--- config.mk ---
export PLATFORM = sky130hd
export DESIGN_NAME = timing_tap_array
export DESIGN_NICKNAME = d
export VERILOG_FILES = /design/src/rtl/timing_tap_array.sv
export SDC_FILE = /design/constraint.sdc
export NUM_CORES = 1
export LEC_CHECK = 0
export ABC_AREA = 1
export CAP_MARGIN = 10
export CORE_MARGIN = 2
export CORE_UTILIZATION = 40
export CTS_CLUSTER_DIAMETER = 80
export DETAILED_ROUTE_END_ITERATION = 16
export HOLD_SLACK_MARGIN = 0.03
export SLEW_MARGIN = 20
export SYNTH_ARGS = -nofsm -noshare
export SYNTH_HDL_FRONTEND = slang
export SYNTH_SLANG_ARGS = --single-unit
--- constraint.sdc ---
create_clock -name clk -period 1.1 [get_ports clk]
set_input_delay 0.22 -clock clk [delete_from_list [all_inputs] [get_ports clk]]
set_output_delay 0.22 -clock clk [all_outputs]
set_load 0.03 [all_outputs]
--- src/rtl/timing_tap_array.sv ---
// Launch/capture timing-characterisation block: one launch register drives a buffer
// delay chain, strided taps are captured, compared against the ideal value and the mismatches counted.

module timing_tap_buf (
   input  logic a,
   output logic y
);
   assign y = a;
endmodule

module timing_tap_array #(
   parameter int WIDTH      = 1,
   parameter int DEPTH      = 6,
   parameter int NUM_TAPS   = 5,
   parameter int TAP_STRIDE = 1,
   parameter int CNT_W      = 8
) (
   input  logic                      clk,
   input  logic                      rst_n,
   input  logic                      en,
   input  logic                      clear,
   input  logic                      mode,
   input  logic [WIDTH-1:0]          data_in,
   input  logic [NUM_TAPS-1:0]       inj_tap,
   output logic [NUM_TAPS*WIDTH-1:0] tap_q,
   output logic [NUM_TAPS-1:0]       err_flag,
   output logic [NUM_TAPS*CNT_W-1:0] err_cnt
);

   localparam int TOT_W = NUM_TAPS * WIDTH;
   localparam logic [CNT_W-1:0] CNT_MAX = {CNT_W{1'b1}};

   if (NUM_TAPS * TAP_STRIDE > DEPTH) begin : g_bad_cfg
      $error("timing_tap_array: NUM_TAPS*TAP_STRIDE exceeds DEPTH");
   end

   logic [15:0]              lfsr_q, lfsr_d;
   logic [WIDTH-1:0]         launch_q, launch_d;
   logic [WIDTH-1:0]         exp_q;
   logic [TOT_W-1:0]         cap_q, cap_d;
   logic [TOT_W-1:0]         chain_tap_s;
   logic                     v1_q, v1_d, v2_q, v2_d;
   logic [NUM_TAPS-1:0]      flag_q, flag_d;
   logic [NUM_TAPS*CNT_W-1:0] cnt_q, cnt_d;

   // Delay chain: one kept buffer instance per stage and lane so timing sees every stage
   for (genvar i = 0; i <= DEPTH; i++) begin : g_stage
      logic [WIDTH-1:0] out_s;
      if (i == 0) begin : g_src
         assign out_s = launch_q;
      end else begin : g_buf
         for (genvar j = 0; j < WIDTH; j++) begin : g_lane
            (* dont_touch = "true", keep_hierarchy = "yes" *)
            timing_tap_buf u_buf (
               .a (g_stage[i-1].out_s[j]),
               .y (out_s[j])
            );
         end
      end
   end

   for (genvar k = 0; k < NUM_TAPS; k++) begin : g_tap
      assign chain_tap_s[k*WIDTH +: WIDTH] = g_stage[(k+1)*TAP_STRIDE].out_s;
   end

   // Launch path and PRBS source (x^16+x^14+x^13+x^11+1, shift left)
   always_comb begin
      lfsr_d   = lfsr_q;
      launch_d = launch_q;
      if (en) begin
         if (mode) begin
            launch_d = lfsr_q[WIDTH-1:0];
            lfsr_d   = {lfsr_q[14:0], lfsr_q[15] ^ lfsr_q[13] ^ lfsr_q[12] ^ lfsr_q[10]};
         end else begin
            launch_d = data_in;
         end
      end else begin
         launch_d = launch_q;
      end
   end

   // Capture with per-tap fault injection on lane 0
   always_comb begin
      cap_d = chain_tap_s;
      for (int k = 0; k < NUM_TAPS; k++) begin
         cap_d[k*WIDTH] = chain_tap_s[k*WIDTH] ^ inj_tap[k];
      end
   end

   // Check pipeline and saturating error accounting; clear wins over increment
   always_comb begin
      v1_d   = en;
      v2_d   = v1_q;
      cnt_d  = cnt_q;
      flag_d = flag_q;
      if (clear) begin
         v1_d   = 1'b0;
         v2_d   = 1'b0;
         cnt_d  = '0;
         flag_d = '0;
      end else if (v2_q) begin
         for (int k = 0; k < NUM_TAPS; k++) begin
            if (cap_q[k*WIDTH +: WIDTH] != exp_q) begin
               flag_d[k] = 1'b1;
               if (cnt_q[k*CNT_W +: CNT_W] != CNT_MAX) begin
                  cnt_d[k*CNT_W +: CNT_W] = cnt_q[k*CNT_W +: CNT_W] + CNT_W'(1);
               end else begin
                  cnt_d[k*CNT_W +: CNT_W] = CNT_MAX;
               end
            end else begin
               cnt_d[k*CNT_W +: CNT_W] = cnt_q[k*CNT_W +: CNT_W];
            end
         end
      end else begin
         cnt_d  = cnt_q;
         flag_d = flag_q;
      end
   end

   // State registers
   always_ff @(posedge clk or negedge rst_n) begin
      if (!rst_n) begin
         lfsr_q   <= 16'hACE1;
         launch_q <= '0;
         exp_q    <= '0;
         cap_q    <= '0;
         v1_q     <= 1'b0;
         v2_q     <= 1'b0;
         flag_q   <= '0;
         cnt_q    <= '0;
      end else begin
         lfsr_q   <= lfsr_d;
         launch_q <= launch_d;
         exp_q    <= launch_q;
         cap_q    <= cap_d;
         v1_q     <= v1_d;
         v2_q     <= v2_d;
         flag_q   <= flag_d;
         cnt_q    <= cnt_d;
      end
   end

   assign tap_q    = cap_q;
   assign err_flag = flag_q;
   assign err_cnt  = cnt_q;

endmodule

Word level (Yosys, flattened, before mapping):

Index checks and enable logic that the tools add are counted.

* output and inout bits: 50
* register bits after elaboration: 70
* input bits: 11
* logic and storage cells: 73

* bitwise gates (word level): 8
* multiplexer cells: 22
* reductions and logical operators: 12
* add/subtract/negate cells: 5
* equality and inequality tests: 10

Operators with widths (number)
* $mux W40: 2
* $mux W8: 10
* $add A8 B1 Y8 const B: 5
* $ne A8 B8 Y1 const B: 5
* $reduce_and A2 Y1: 6
* $reduce_bool A2 Y1: 6
* $mux W5: 2
* $mux W1: 8
* $xor A1 B1 Y1: 8
* $ne A1 B1 Y1: 5

Longest topological paths before layout:

* depth after elaboration: 5
* depth in mapped cells: 8
* mapped depth without buffers: 8

Hierarchy:

Netlist, hierarchy kept.

By module, submodules not included
* timing_tap_array: seq. area each 1761.7 um^2, area an instance 3734.8 um^2, times used 1, cells each 499
* timing_tap_buf: seq. area each 0.0 um^2, area an instance 7.5 um^2, times used 5, cells each 1

Worst setup path before layout:

Ideal clock, no wire load.

* path type: reg-to-reg
* from: reg cnt_q[1] (netlist: err_cnt[1])
* to: reg cnt_q[4] (netlist: err_cnt[4])
* buffers on the path: 0
* setup time: 83 ps
* cell stages (with the launch flop): 8
* arrival: 1351 ps
* setup slack: -334 ps
* data required time: 1017 ps
* period minus slack after synthesis: 1434 ps
* path through: dfrtp_1 > ha_1 > nand2_1 > nor2_1 > nand2_1 > nand3_1 > nand2_1 > o21ai_0

* word-level cells in the longest chain between the ends: 5
* elaborated cells between the ends (all ways): 6
* those cells by class: add/sub: 1; eq/ne: 1; mux: 4

Ends and longest elaborated chain
* start: declaration: line 44 `logic [NUM_TAPS*CNT_W-1:0] cnt_q, cnt_d;`
* start signal: assignment: line 139 `cnt_q <= cnt_d;`
* $add A8 B1 Y8 or $ne A8 B8 Y1 (tied branches): line 106, 105
* $mux W8 *: line 105 `if (cnt_q[k*CNT_W +: CNT_W] != CNT_MAX) begin`
* $mux W8 *: line 103 `if (cap_q[k*WIDTH +: WIDTH] != exp_q) begin`
* $mux W40 *: line 101 `end else if (v2_q) begin`
* $mux W40 *: line 96 `if (clear) begin`

Every way passes the cells marked *; elsewhere a longest branch is shown, timed or not. The select of a mux whose other input is x is not followed.
A chain may end at the register's enable or synchronous reset.

Worst setup path after layout:

* from: reg exp_q
* to: reg cnt_q[38] (netlist: err_cnt[38])

* word-level cells in the longest chain between the ends: 3

Ends and longest elaborated chain
* start: declaration: line 39 `logic [WIDTH-1:0] exp_q;`
* start signal: assignment: line 134 `exp_q <= launch_q;`
* $ne A1 B1 Y1: line 103
* $reduce_bool A2 Y1 (no line)
* $reduce_and A2 Y1 (no line)

No other way between the ends.

==> qor.yml <==
setup_ws_ps: -218.0
synth_area_mm2: 0.003772
fmax_mhz: 758.7
relSlewSlack_pct: 74.13
cts_buffer_depth: 2
start_util_pct: 41.02
cp_top_family: "flip-flops"
synth_cells: 504
clk_latency_ps: 350
gp_congestion: 0.8282
drt_iter0_markers: 165
dieWidth_um: 101.1
totalWireLength_mm: 9.928
mostFrequentLayoutCells: "187 x nand2_1, 85 x buf_6, 72 x buf_4"
drive_above_1_share_pct: 45.23
startpoint_type: "flip-flop"
ys_seq_area_share_pct: 46.70
overflow: 0
period_minus_slack_ps: 1318
cp.arrival_ps: 1600
crit_type: "flip-flop to flip-flop"
worst_slew_pin_slew_ps: 388.1
core_mm2: 0.009196
cp_num_buf_inv: 2
cts_sinks: 70
skew_ps: 11.25
grt_pass1_vias: 3736
cpMaxStageDelayCell: "dfrtp_2"
path_clk_slew_ps: 70
grt_usage_pct: 20.94
synth_warnings: 0
rows: 35
synthesis.nets: 520
die_h_um: 101.1
yosysUniqueCellTypes: 29
hold_ws_ps: 407.5
hpwl_mm: 6.479
max-cap-violations: 0
via_per_inst: 4.774
setup_viol: 95
dr.pass1.iters: 4
status: "finished with violations"
cts_tree: "built"
period_share_pct: 119.8
slew_violations: 0
htree_num_levels: 3
fillerInstances: 754
violations: "setup timing"
drc: 0
ys_ff_latch: 70
wl_per_cell_um: 12.54
fin_setup_tns_ps: -10950
min_path_type: "input pin to asynchronous set/reset pin"
num_vias: 3781
cts_buffers: 9
antenna_found_initial: 0
synthToLayoutAreaGrowth_pct: 62.29
clockRootBuffer: "clkbuf_8"
finalHoldViolations: 0
ios: 61
irDropWorstVdd_mv: 0.7320
required_ps: 1390
max_stage_delay_ps: 420
critPathMaxFanout: 8
p_leak_uw: 0.003113
portBuffers: 60
grt_max_degree: 71
powerDensity_mw_per_mm2: 1083
antenna_cells: 0
critPathCaptureType: "flip-flop"
grt_setup_unrepaired: "yes"
grt_pass1_wl_mm: 17.14
final_common_cell: "nand2_1"
antenna_left: 0
die_area_mm2: 0.01022
postSynthAreaPerCell_um2: 7.485
final_nets: 692
path_cells: "buf_6, buf_6, a21oi_4, o21ai_4, nor2_4, nand2_1, nand2_1"
-- routing by layer --
layer  global-route usage [%]  vias to the layer above  wire (um)
met4                    7.173                        0        137
met2                    35.91                       64       5039
met3                    2.774                       11        262
met5                        0                        -          0
met1                    27.30                     1797       4489
li1                         -                     1909          -
-- worst register-to-register path, stage by stage, from the launching register on --
cell and delay (ps):
dfrtp_2 420, buf_6 140, buf_6 120, a21oi_4 130
o21ai_4 90, nor2_4 200, nand2_1 80, nand2_1 70
-- metrics by stage --
stage               area (um^2)  std cells  utilization [%]  setup WS (ps)  power (uW)
floorplan                  4033        504                -         -114.7        3754
global placement           4947        713            53.80         -421.3        4116
global route               6122        792            66.57         -296.5        6942
finish                     6122        792            66.57         -218.0        6630
CTS                        5988        785            65.12         -217.1        6620
detailed placement         4947        713            53.80         -433.6        4145
-- logic make-up (layout without fill, tap and decap cells) --
family	Yosys count	in the layout	synth area share, %
AO/OA/AOI/OAI	48	48	7.562
adder cells (fa/ha/maj)	5	5	1.658
AND/OR/NAND/NOR	308	308	34.83
flip-flops	70	70	46.70
XOR/XNOR	7	7	1.625
buffers and inverters	66	243	7.628
-- cell usage after synthesis --
library cell / count / area share (%)
a21oi_1: 6 / 0.80
nand3_1: 41 / 5.4
nor2_2: 5 / 0.83
and2_4: 1 / 0.23
nand2_1: 203 / 20
o21ai_2: 5 / 1.2
dfrtp_1: 62 / 41
o21ai_1: 3 / 0.40
a21oi_4: 1 / 0.43
xnor2_1: 1 / 0.23
ha_1: 5 / 1.7
o22ai_1: 1 / 0.17
nor2_4: 3 / 0.90
nand3_2: 1 / 0.27
nand4_1: 3 / 0.50
o21ai_0: 30 / 4.0
inv_1: 52 / 5.2
buf_4: 6 / 1.2
nor2_1: 42 / 4.2
clkbuf_1: 1 / 0.099
dfstp_2: 8 / 5.6
o21ai_4: 1 / 0.43
inv_2: 3 / 0.30
buf_6: 2 / 0.60
xor2_1: 6 / 1.4
buf_2: 2 / 0.27
a21o_1: 1 / 0.20
nand2_2: 6 / 1.0
nor3_4: 3 / 1.3
-- state kept, by name (all words and copies together), names as in the netlist --
| register | cells |
|---|---|
| err_cnt | 40 |
| err_flag | 5 |
| exp_q | 1 |
| g_stage.out_s | 1 |
| lfsr_q | 16 |
| tap_q | 5 |
| v1_q | 1 |
| v2_q | 1 |
-- power by group --
group / total (uW) / leakage, uW / switching (uW) / internal, uW
logic: 1390 / 0.00214 / 725 / 661
registers: 3080 / 0.000871 / 218 / 2860
clock network: 2160 / 0.0000996 / 992 / 1170
-- final cells by class --
type | count | area, um^2 | share of cell area [%]
repair buffers | 172 | 1683 | 27.49
well taps | 111 | 138.9 | 2.269
multi-input cells | 368 | 2083 | 34.03
clock inverters | 3 | 42.54 | 0.6949
clock buffers | 13 | 158.9 | 2.596
inverters | 55 | 209.0 | 3.413
flip-flops and latches | 70 | 1807 | 29.51
-- timing repair --
action                                 in CTS  in global routing
setup endpoints to repair                  94                 96
pin swaps                                  33                 22
setup buffers                              55                  7
resized for setup                         114                 21
endpoints found under the hold margin      62                  0
hold buffers                                1                  0
-- worst paths after layout --
kind / start / end / slack (ps) / cells after the start
worst max register to register: exp_q$_DFF_PN0_ / err_cnt[38]$_DFFE_PN0P_ / -220 / 7
max in group asynchronous: rst_n / lfsr_q[7]$_DFFE_PN1P_ / 330 / 3
min in group clk: inj_tap[2] / tap_q[2]$_DFF_PN0_ / 450 / 2
worst min register to register: v1_q$_DFF_PN0_ / v2_q$_DFF_PN0_ / 460 / 2
worst max-delay path: exp_q$_DFF_PN0_ / err_cnt[38]$_DFFE_PN0P_ / -220 / 7
worst min-delay path: rst_n / err_cnt[39]$_DFFE_PN0P_ / 410 / 3
Note: power is estimated with default switching activity, not from simulation.
